--- src/rtl/dsp_alu_pkg.sv ---
// dsp_alu_pkg: shared types and elaboration limits for the dsp_alu_simd primitive.
//   op_t          : beat operation (ADD, SUB, ACC, CLR)
//   MAX_DSP_WIDTH : total packed operand width a single DSP slice can hold
//   MAX_LANES     : upper bound on SIMD lanes
//   MAX_LATENCY   : upper bound on pipeline depth
package dsp_alu_pkg;

    typedef enum logic [1:0] {
        OP_ADD = 2'b00,
        OP_SUB = 2'b01,
        OP_ACC = 2'b10,
        OP_CLR = 2'b11
    } op_t;

    localparam int MAX_DSP_WIDTH = 48;
    localparam int MAX_LANES     = 8;
    localparam int MAX_LATENCY   = 4;

endpackage

--- src/rtl/dsp_alu_simd_if.sv ---
// dsp_alu_simd_if: beat interface for dsp_alu_simd.
//   in_valid, op, a, b : input beat (driven by master)
//   out_valid, y       : result beat (driven by slave), no backpressure
interface dsp_alu_simd_if
    import dsp_alu_pkg::*;
#(
    parameter int width = 8,
    parameter int lanes = 4
);
    logic                     in_valid;
    op_t                      op;
    logic [lanes*width-1:0]   a;
    logic [lanes*width-1:0]   b;
    logic                     out_valid;
    logic [lanes*width-1:0]   y;

    modport master (
        output in_valid, op, a, b,
        input  out_valid, y
    );

    modport slave (
        input  in_valid, op, a, b,
        output out_valid, y
    );
endinterface

--- src/rtl/dsp_alu_lane.sv ---
// dsp_alu_lane: one SIMD lane of stage 1 -- computes the result and owns the
// lane accumulator. Both the result and accumulator only change on en.
//   clock, reset : rising-edge clock, synchronous active-high reset
//   en           : beat accepted this cycle
//   op, a, b     : operation and lane operands
//   res          : registered stage-1 lane result
// Build option: DSP_ALU_SIMD_SAT_EN selects signed saturating ADD/SUB/ACC.
module dsp_alu_lane
    import dsp_alu_pkg::*;
#(
    parameter int width = 8
) (
    input  logic              clock,
    input  logic              reset,
    input  logic              en,
    input  op_t               op,
    input  logic [width-1:0]  a,
    input  logic [width-1:0]  b,
    output logic [width-1:0]  res
);

    logic [width-1:0] acc;
    logic [width-1:0] nxt_acc;
    logic [width-1:0] nxt_res;

    function automatic logic [width-1:0] arith(input logic [width-1:0] x,
                                               input logic [width-1:0] z,
                                               input logic             sub);
`ifdef DSP_ALU_SIMD_SAT_EN
        logic [width:0] s;
        // One guard bit of sign extension; a disagreement between the two
        // top bits means the signed result left the representable range.
        s = sub ? ({x[width-1], x} - {z[width-1], z})
                : ({x[width-1], x} + {z[width-1], z});
        if (s[width] != s[width-1])
            return s[width] ? {1'b1, {(width-1){1'b0}}} : {1'b0, {(width-1){1'b1}}};
        return s[width-1:0];
`else
        return sub ? (x - z) : (x + z);
`endif
    endfunction

    always_comb begin
        nxt_acc = acc;
        nxt_res = res;
        unique case (op)
            OP_ADD: nxt_res = arith(a, b, 1'b0);
            OP_SUB: nxt_res = arith(a, b, 1'b1);
            OP_ACC: begin
                nxt_acc = arith(acc, a, 1'b0);
                nxt_res = nxt_acc;
            end
            OP_CLR: begin
                nxt_acc = '0;
                nxt_res = '0;
            end
        endcase
    end

    always_ff @(posedge clock) begin
        if (reset) begin
            acc <= '0;
            res <= '0;
        end else if (en) begin
            acc <= nxt_acc;
            res <= nxt_res;
        end
    end

endmodule

--- src/rtl/dsp_alu_simd.sv ---
// dsp_alu_simd: multi-lane SIMD add/sub/accumulate/clear DSP primitive.
//   clock, reset : rising-edge clock, synchronous active-high reset
//   bus (slave)  : in_valid/op/a/b beat in, out_valid/y result out
// Stage 1 lives in the lane instances; stages 2..latency are pure delay
// registers here. Data registers load only on valid so y holds its last
// result across bubbles.
// Build option: DSP_ALU_SIMD_SAT_EN enables per-lane signed saturation.
module dsp_alu_simd
    import dsp_alu_pkg::*;
#(
    parameter int width   = 8,
    parameter int lanes   = 4,
    parameter int latency = 2
) (
    input  logic                 clock,
    input  logic                 reset,
    dsp_alu_simd_if.slave        bus
);

    localparam int W = lanes * width;

    if (width < 2 || width > MAX_DSP_WIDTH) begin : g_bad_width
        $error("dsp_alu_simd: width out of range");
    end
    if (lanes < 1 || lanes > MAX_LANES) begin : g_bad_lanes
        $error("dsp_alu_simd: lanes out of range");
    end
    if (W > MAX_DSP_WIDTH) begin : g_bad_total
        $error("dsp_alu_simd: lanes*width exceeds DSP width");
    end
    if (latency < 1 || latency > MAX_LATENCY) begin : g_bad_latency
        $error("dsp_alu_simd: latency out of range");
    end

    logic [W-1:0]       lane_y;
    logic [W-1:0]       y_out;
    logic [latency-1:0] vld;

    for (genvar i = 0; i < lanes; i++) begin : g_lane
        dsp_alu_lane #(.width(width)) u_lane (
            .clock (clock),
            .reset (reset),
            .en    (bus.in_valid),
            .op    (bus.op),
            .a     (bus.a[i*width +: width]),
            .b     (bus.b[i*width +: width]),
            .res   (lane_y[i*width +: width])
        );
    end

    always_ff @(posedge clock) begin
        if (reset) begin
            vld <= '0;
        end else begin
            vld[0] <= bus.in_valid;
            for (int i = 1; i < latency; i++)
                vld[i] <= vld[i-1];
        end
    end

    if (latency == 1) begin : g_no_delay
        assign y_out = lane_y;
    end else begin : g_delay
        logic [W-1:0] dly_d [latency-1];

        always_ff @(posedge clock) begin
            if (reset) begin
                for (int i = 0; i < latency-1; i++)
                    dly_d[i] <= '0;
            end else begin
                if (vld[0])
                    dly_d[0] <= lane_y;
                for (int i = 1; i < latency-1; i++)
                    if (vld[i])
                        dly_d[i] <= dly_d[i-1];
            end
        end

        assign y_out = dly_d[latency-2];
    end

    assign bus.y         = y_out;
    assign bus.out_valid = vld[latency-1];

endmodule
--- src/flat_wrapper.sv ---
// flat-port wrapper written by rule: the top's interface ports become plain ports
module dsp_alu_simd_flat import dsp_alu_pkg::*;
#(
    parameter int width   = 8,
    parameter int lanes   = 4,
    parameter int latency = 2
)
  (clock, reset, bus_in_valid, bus_op, bus_a, bus_b, bus_out_valid, bus_y);
  dsp_alu_simd_if #(.width(width), .lanes(lanes)) bus_i ();
  input  logic clock;
  input  logic reset;
  input wire logic [$bits(bus_i.in_valid)-1:0] bus_in_valid;
  input wire logic [$bits(bus_i.op)-1:0] bus_op;
  input wire logic [$bits(bus_i.a)-1:0] bus_a;
  input wire logic [$bits(bus_i.b)-1:0] bus_b;
  output wire logic [$bits(bus_i.out_valid)-1:0] bus_out_valid;
  output wire logic [$bits(bus_i.y)-1:0] bus_y;
  assign bus_i.in_valid = bus_in_valid;
  assign bus_i.op = bus_op;
  assign bus_i.a = bus_a;
  assign bus_i.b = bus_b;
  assign bus_out_valid = bus_i.out_valid;
  assign bus_y = bus_i.y;
  dsp_alu_simd #(.width(width), .lanes(lanes), .latency(latency)) u_core (.clock(clock), .reset(reset), .bus(bus_i));
endmodule
--- config.mk ---
export PLATFORM = sky130hd
export DESIGN_NAME = dsp_alu_simd_flat
export DESIGN_NICKNAME = d
export VERILOG_FILES = /design/src/rtl/dsp_alu_pkg.sv /design/src/rtl/dsp_alu_simd_if.sv /design/src/rtl/dsp_alu_lane.sv /design/src/rtl/dsp_alu_simd.sv /design/src/flat_wrapper.sv
export SDC_FILE = /design/constraint.sdc
export NUM_CORES = 1
export LEC_CHECK = 0
export CAP_MARGIN = 20
export CORE_ASPECT_RATIO = 0.8
export CORE_MARGIN = 5
export CORE_UTILIZATION = 30
export DETAILED_ROUTE_END_ITERATION = 10
export PLACE_DENSITY = 0.6
export REMOVE_ABC_BUFFERS = 1
export SETUP_SLACK_MARGIN = 0.15
export SLEW_MARGIN = 25
export SYNTH_ARGS = -nofsm -noshare
export SYNTH_HDL_FRONTEND = slang
export SYNTH_SLANG_ARGS = --single-unit
--- constraint.sdc ---
create_clock -name clock -period 4.1 [get_ports clock]
set_input_delay 0.615 -clock clock [delete_from_list [all_inputs] [get_ports clock]]
set_output_delay 0.615 -clock clock [all_outputs]
set_load 0.01 [all_outputs]
==> summary.md <==
| Metric | Value |
|---|---|
| RSZ-0062 raised after global routing | `no` |
| Average wire per cell in the routed design | `about 15 um` |
| HP Class | `reg -> reg` |
| Ports | `between 100 and 150` |
| Number of routed nets with antenna violations | `0` |
| # clock sinks | `98` |
| Post-CTS Setup Inserts | `0` |
| Ys flop type | `dfxtp_1` |
| Initial Util | `30.6%` |
| CP Launch Type | `primary input` |
| Final period utilization | `approximately 78%` |
| HPWL Detailed | `12700 um` |
| Final hold slack | `0.459 ns` |
| Worst Path Arrival | `3.42 ns` |
| Maximum Capacitance Violations | `0` |
| Mean post-synth cell area | `between 8 and 9 sq um` |
| YS warnings | `0` |
| Clock Latency Late Sink | `~0.35 ns` |
| Part of the power in registers | `42.5%` |
| Final setup fails | `0` |
| Top cell type's share of synthesized area | `20.7%` |
| Drt total wl | `16700 um` |
| EDFF count, synth | `32` |
| Most frequent cell after synthesis | `nand2_1` |
| Switching part of the total | `29.6%` |
| Hold Vio Cnt, Final | `0` |
| Post-CTS Resized | `0` |
| Net Sw Power | `0.762 mW` |
| Mapped Cells | `710` |
| Post-CTS Hold Buffers | `0` |
| Most area-consuming cells after synthesis | `dfxtp_1 (21%), edfxtp_1 (15%), ha_1 (12%), xnor2_1 (6.6%), a21oi_1 (5.0%)` |
| Core area | `0.0208 sq mm` |
| Fraction of registers with async set/reset | `0%` |
| Initial antenna violation count | `0` |
| Area leader, netlist | `dfxtp_1` |
| Yosys reg bits | `98` |
| Slew Viols, Final | `0` |
| Clk pwr share | `30.5%` |
| Fin nets | `947` |
| CTS root buffer | `clkbuf_16` |
| FP Rows | `47` |
| Final min period | `3.19 ns` |
| Vias | `around 5300` |
| Final GP Congestion | `approximately 0.87` |
| Largest net degree at the start of global routing | `36` |
| Share of layout cells above drive strength 1 | `4.05%` |
| Worst-margin pin slew | `around 0.90 ns` |
| Synth top cells by count | `nand2_1 (78), dfxtp_1 (66), a21oi_1 (64)` |
| GRT Overall Usage | `13.6%` |
| Internal power component | `approximately 1.8 mW` |
| Setup Skew | `approximately 0.008 ns` |
| DRC | `0` |
| First-pass GRT wire length | `between 20000 and 30000 um` |
| LEAKAGE | `3.25 nW` |
| Buffers on Ports | `101` |
| Peak supply drop | `185 uV` |
| TritonCTS Buffers | `9` |
| Via density | `4.87` |
| Clk slew on worst S/H paths | `0.07 ns` |
| Library cells used by synthesis | `53` |
| Status | `finished clean` |
| Die Y | `140 um` |
| Sequential fraction of the synthesis area | `35.8%` |
| Critical path class | `in -> reg` |
| Rel. slew slack | `40.2%` |
| Synthesis-to-finish area growth | `25.2%` |
| Longest Clk Path Bufs | `2` |
| Diodes inserted | `0` |
| Crit-path max FO | `21` |
| Pwr dens | `between 300 and 400 mW/mm^2` |
| First DRT Iteration DRCs | `255` |
| Synth Cell Area | `0.00637 sq mm` |
| TritonCTS clock tree | `done` |
| Htree depth | `3` |
| Combinational power share | `27.0%` |
| Total grt overflow | `0` |
| Drt first pass iters | `5` |
| Fmax | `0.313 GHz` |
| Crit. End Element | `flop` |
| Die area | `between 0.02 and 0.025 sq mm` |
| Die width | `173 um` |
| Number of global-route vias before repair | `roughly 5100` |
| Final setup TNS | `0 ns` |
| Number of fill cells | `2094` |
| Worst endpoint required time | `4.33 ns` |
==> metal layers <==
metal	GRT usage (%)	part of all wire, %	vias up
met3	3.77	5.6	8
li1	-	-	2705
met2	21.4	43	122
met1	19.1	51	2449
met5	0	0	-
met4	2.31	0.68	0
==> per-stage QoR <==
stage | std cells | power, mW | util [%] | cell area, sq um | worst slack (ns)
finish | 1084 | 2.57 | 38.3 | 7970 | 0.908
detailed placement | 1068 | 1.81 | 37.0 | 7700 | 0.538
global route | 1084 | 2.73 | 38.3 | 7970 | 0.694
floorplan | 685 | 1.55 | - | 6260 | 0.437
CTS | 1084 | 2.60 | 38.3 | 7970 | 0.910
global placement | 1068 | 1.80 | 37.0 | 7700 | 0.572
==> placed cells by master, fill, tap and decap left out, types with 3 or more instances in the layout <==
cell type / count
buf_4: 13
a211oi_1: 13
ha_1: 60
nor2b_1: 16
nand2b_1: 6
xnor2_1: 48
inv_1: 29
a21o_1: 15
a311oi_1: 3
edfxtp_1: 32
o21ai_1: 3
fa_1: 8
clkdlybuf4s50_1: 100
o21bai_1: 4
clkinv_1: 4
a22oi_1: 11
a31oi_1: 16
a22o_1: 3
a211o_1: 3
a221o_1: 3
dfxtp_1: 66
xor2_1: 20
o21ai_0: 21
nor3_1: 15
a21oi_1: 64
clkbuf_16: 9
and2_1: 33
o21a_1: 5
mux2i_1: 9
nand3_1: 6
nor2_1: 57
nand2_1: 78
nor3b_1: 3
or3_1: 8
==> path summary, 6_finish.rpt <==
kind                                                startpoint                             end  slack [ns]  cells past startpoint
worst max-delay path                                 bus_op[0]  u_core.g_lane[2].u_lane.res[7]        0.91                     11
worst max register to register  u_core.g_lane[0].u_lane.acc[0]  u_core.g_lane[0].u_lane.res[6]        1.98                      8
worst min-delay path            u_core.g_lane[3].u_lane.acc[5]  u_core.g_lane[3].u_lane.acc[5]        0.46                      2
worst min register to register  u_core.g_lane[3].u_lane.acc[5]  u_core.g_lane[3].u_lane.acc[5]        0.46                      2
==> logic make-up after synthesis <==
family | after synthesis | synth area share, %
adder cells (fa/ha/maj) | 68 | 14.3
buffers and inverters | 55 | 3.52
XOR/XNOR | 68 | 9.35
AO/OA/AOI/OAI | 176 | 17.8
AND/OR/NAND/NOR | 236 | 17.8
multiplexers | 9 | 1.41
flip-flops | 98 | 35.8
==> state kept, by name, indices dropped and copies added, names as in the netlist <==
register,count
u_core.g_delay.dly_d,32
u_core.g_lane.u_lane.acc,32
u_core.g_lane.u_lane.res,32
u_core.vld,2
==> worst max-delay path, cell delays in order <==
cell	delay [ns]
clkdlybuf4s50_1	0.53
nor2b_2	0.19
buf_4	0.33
mux2i_1	0.33
ha_1	0.28
nor2b_1	0.13
o21ai_1	0.14
a21oi_1	0.11
o41ai_1	0.32
xnor2_1	0.12
a221o_1	0.31
==> layout make-up <==
class,instances,area [sq um],area share (%)
clock inverters,7,43.8,0.549
repair buffers,114,1100,13.8
clock buffers,9,225,2.82
multi-input cells,557,3870,48.5
well taps,269,337,4.22
flip-flops and latches,98,2280,28.6
inverters,30,113,1.41
==> power groups by stage <==
stage	sequential, mW	clock (mW)	combinational (mW)
global placement	1.12	0	0.689
CTS	1.09	0.807	0.700
finish	1.09	0.784	0.695
global route	1.10	0.850	0.775
detailed placement	1.11	0	0.694
floorplan	1.12	0	0.432
Note: power is estimated with default switching activity, not from simulation.
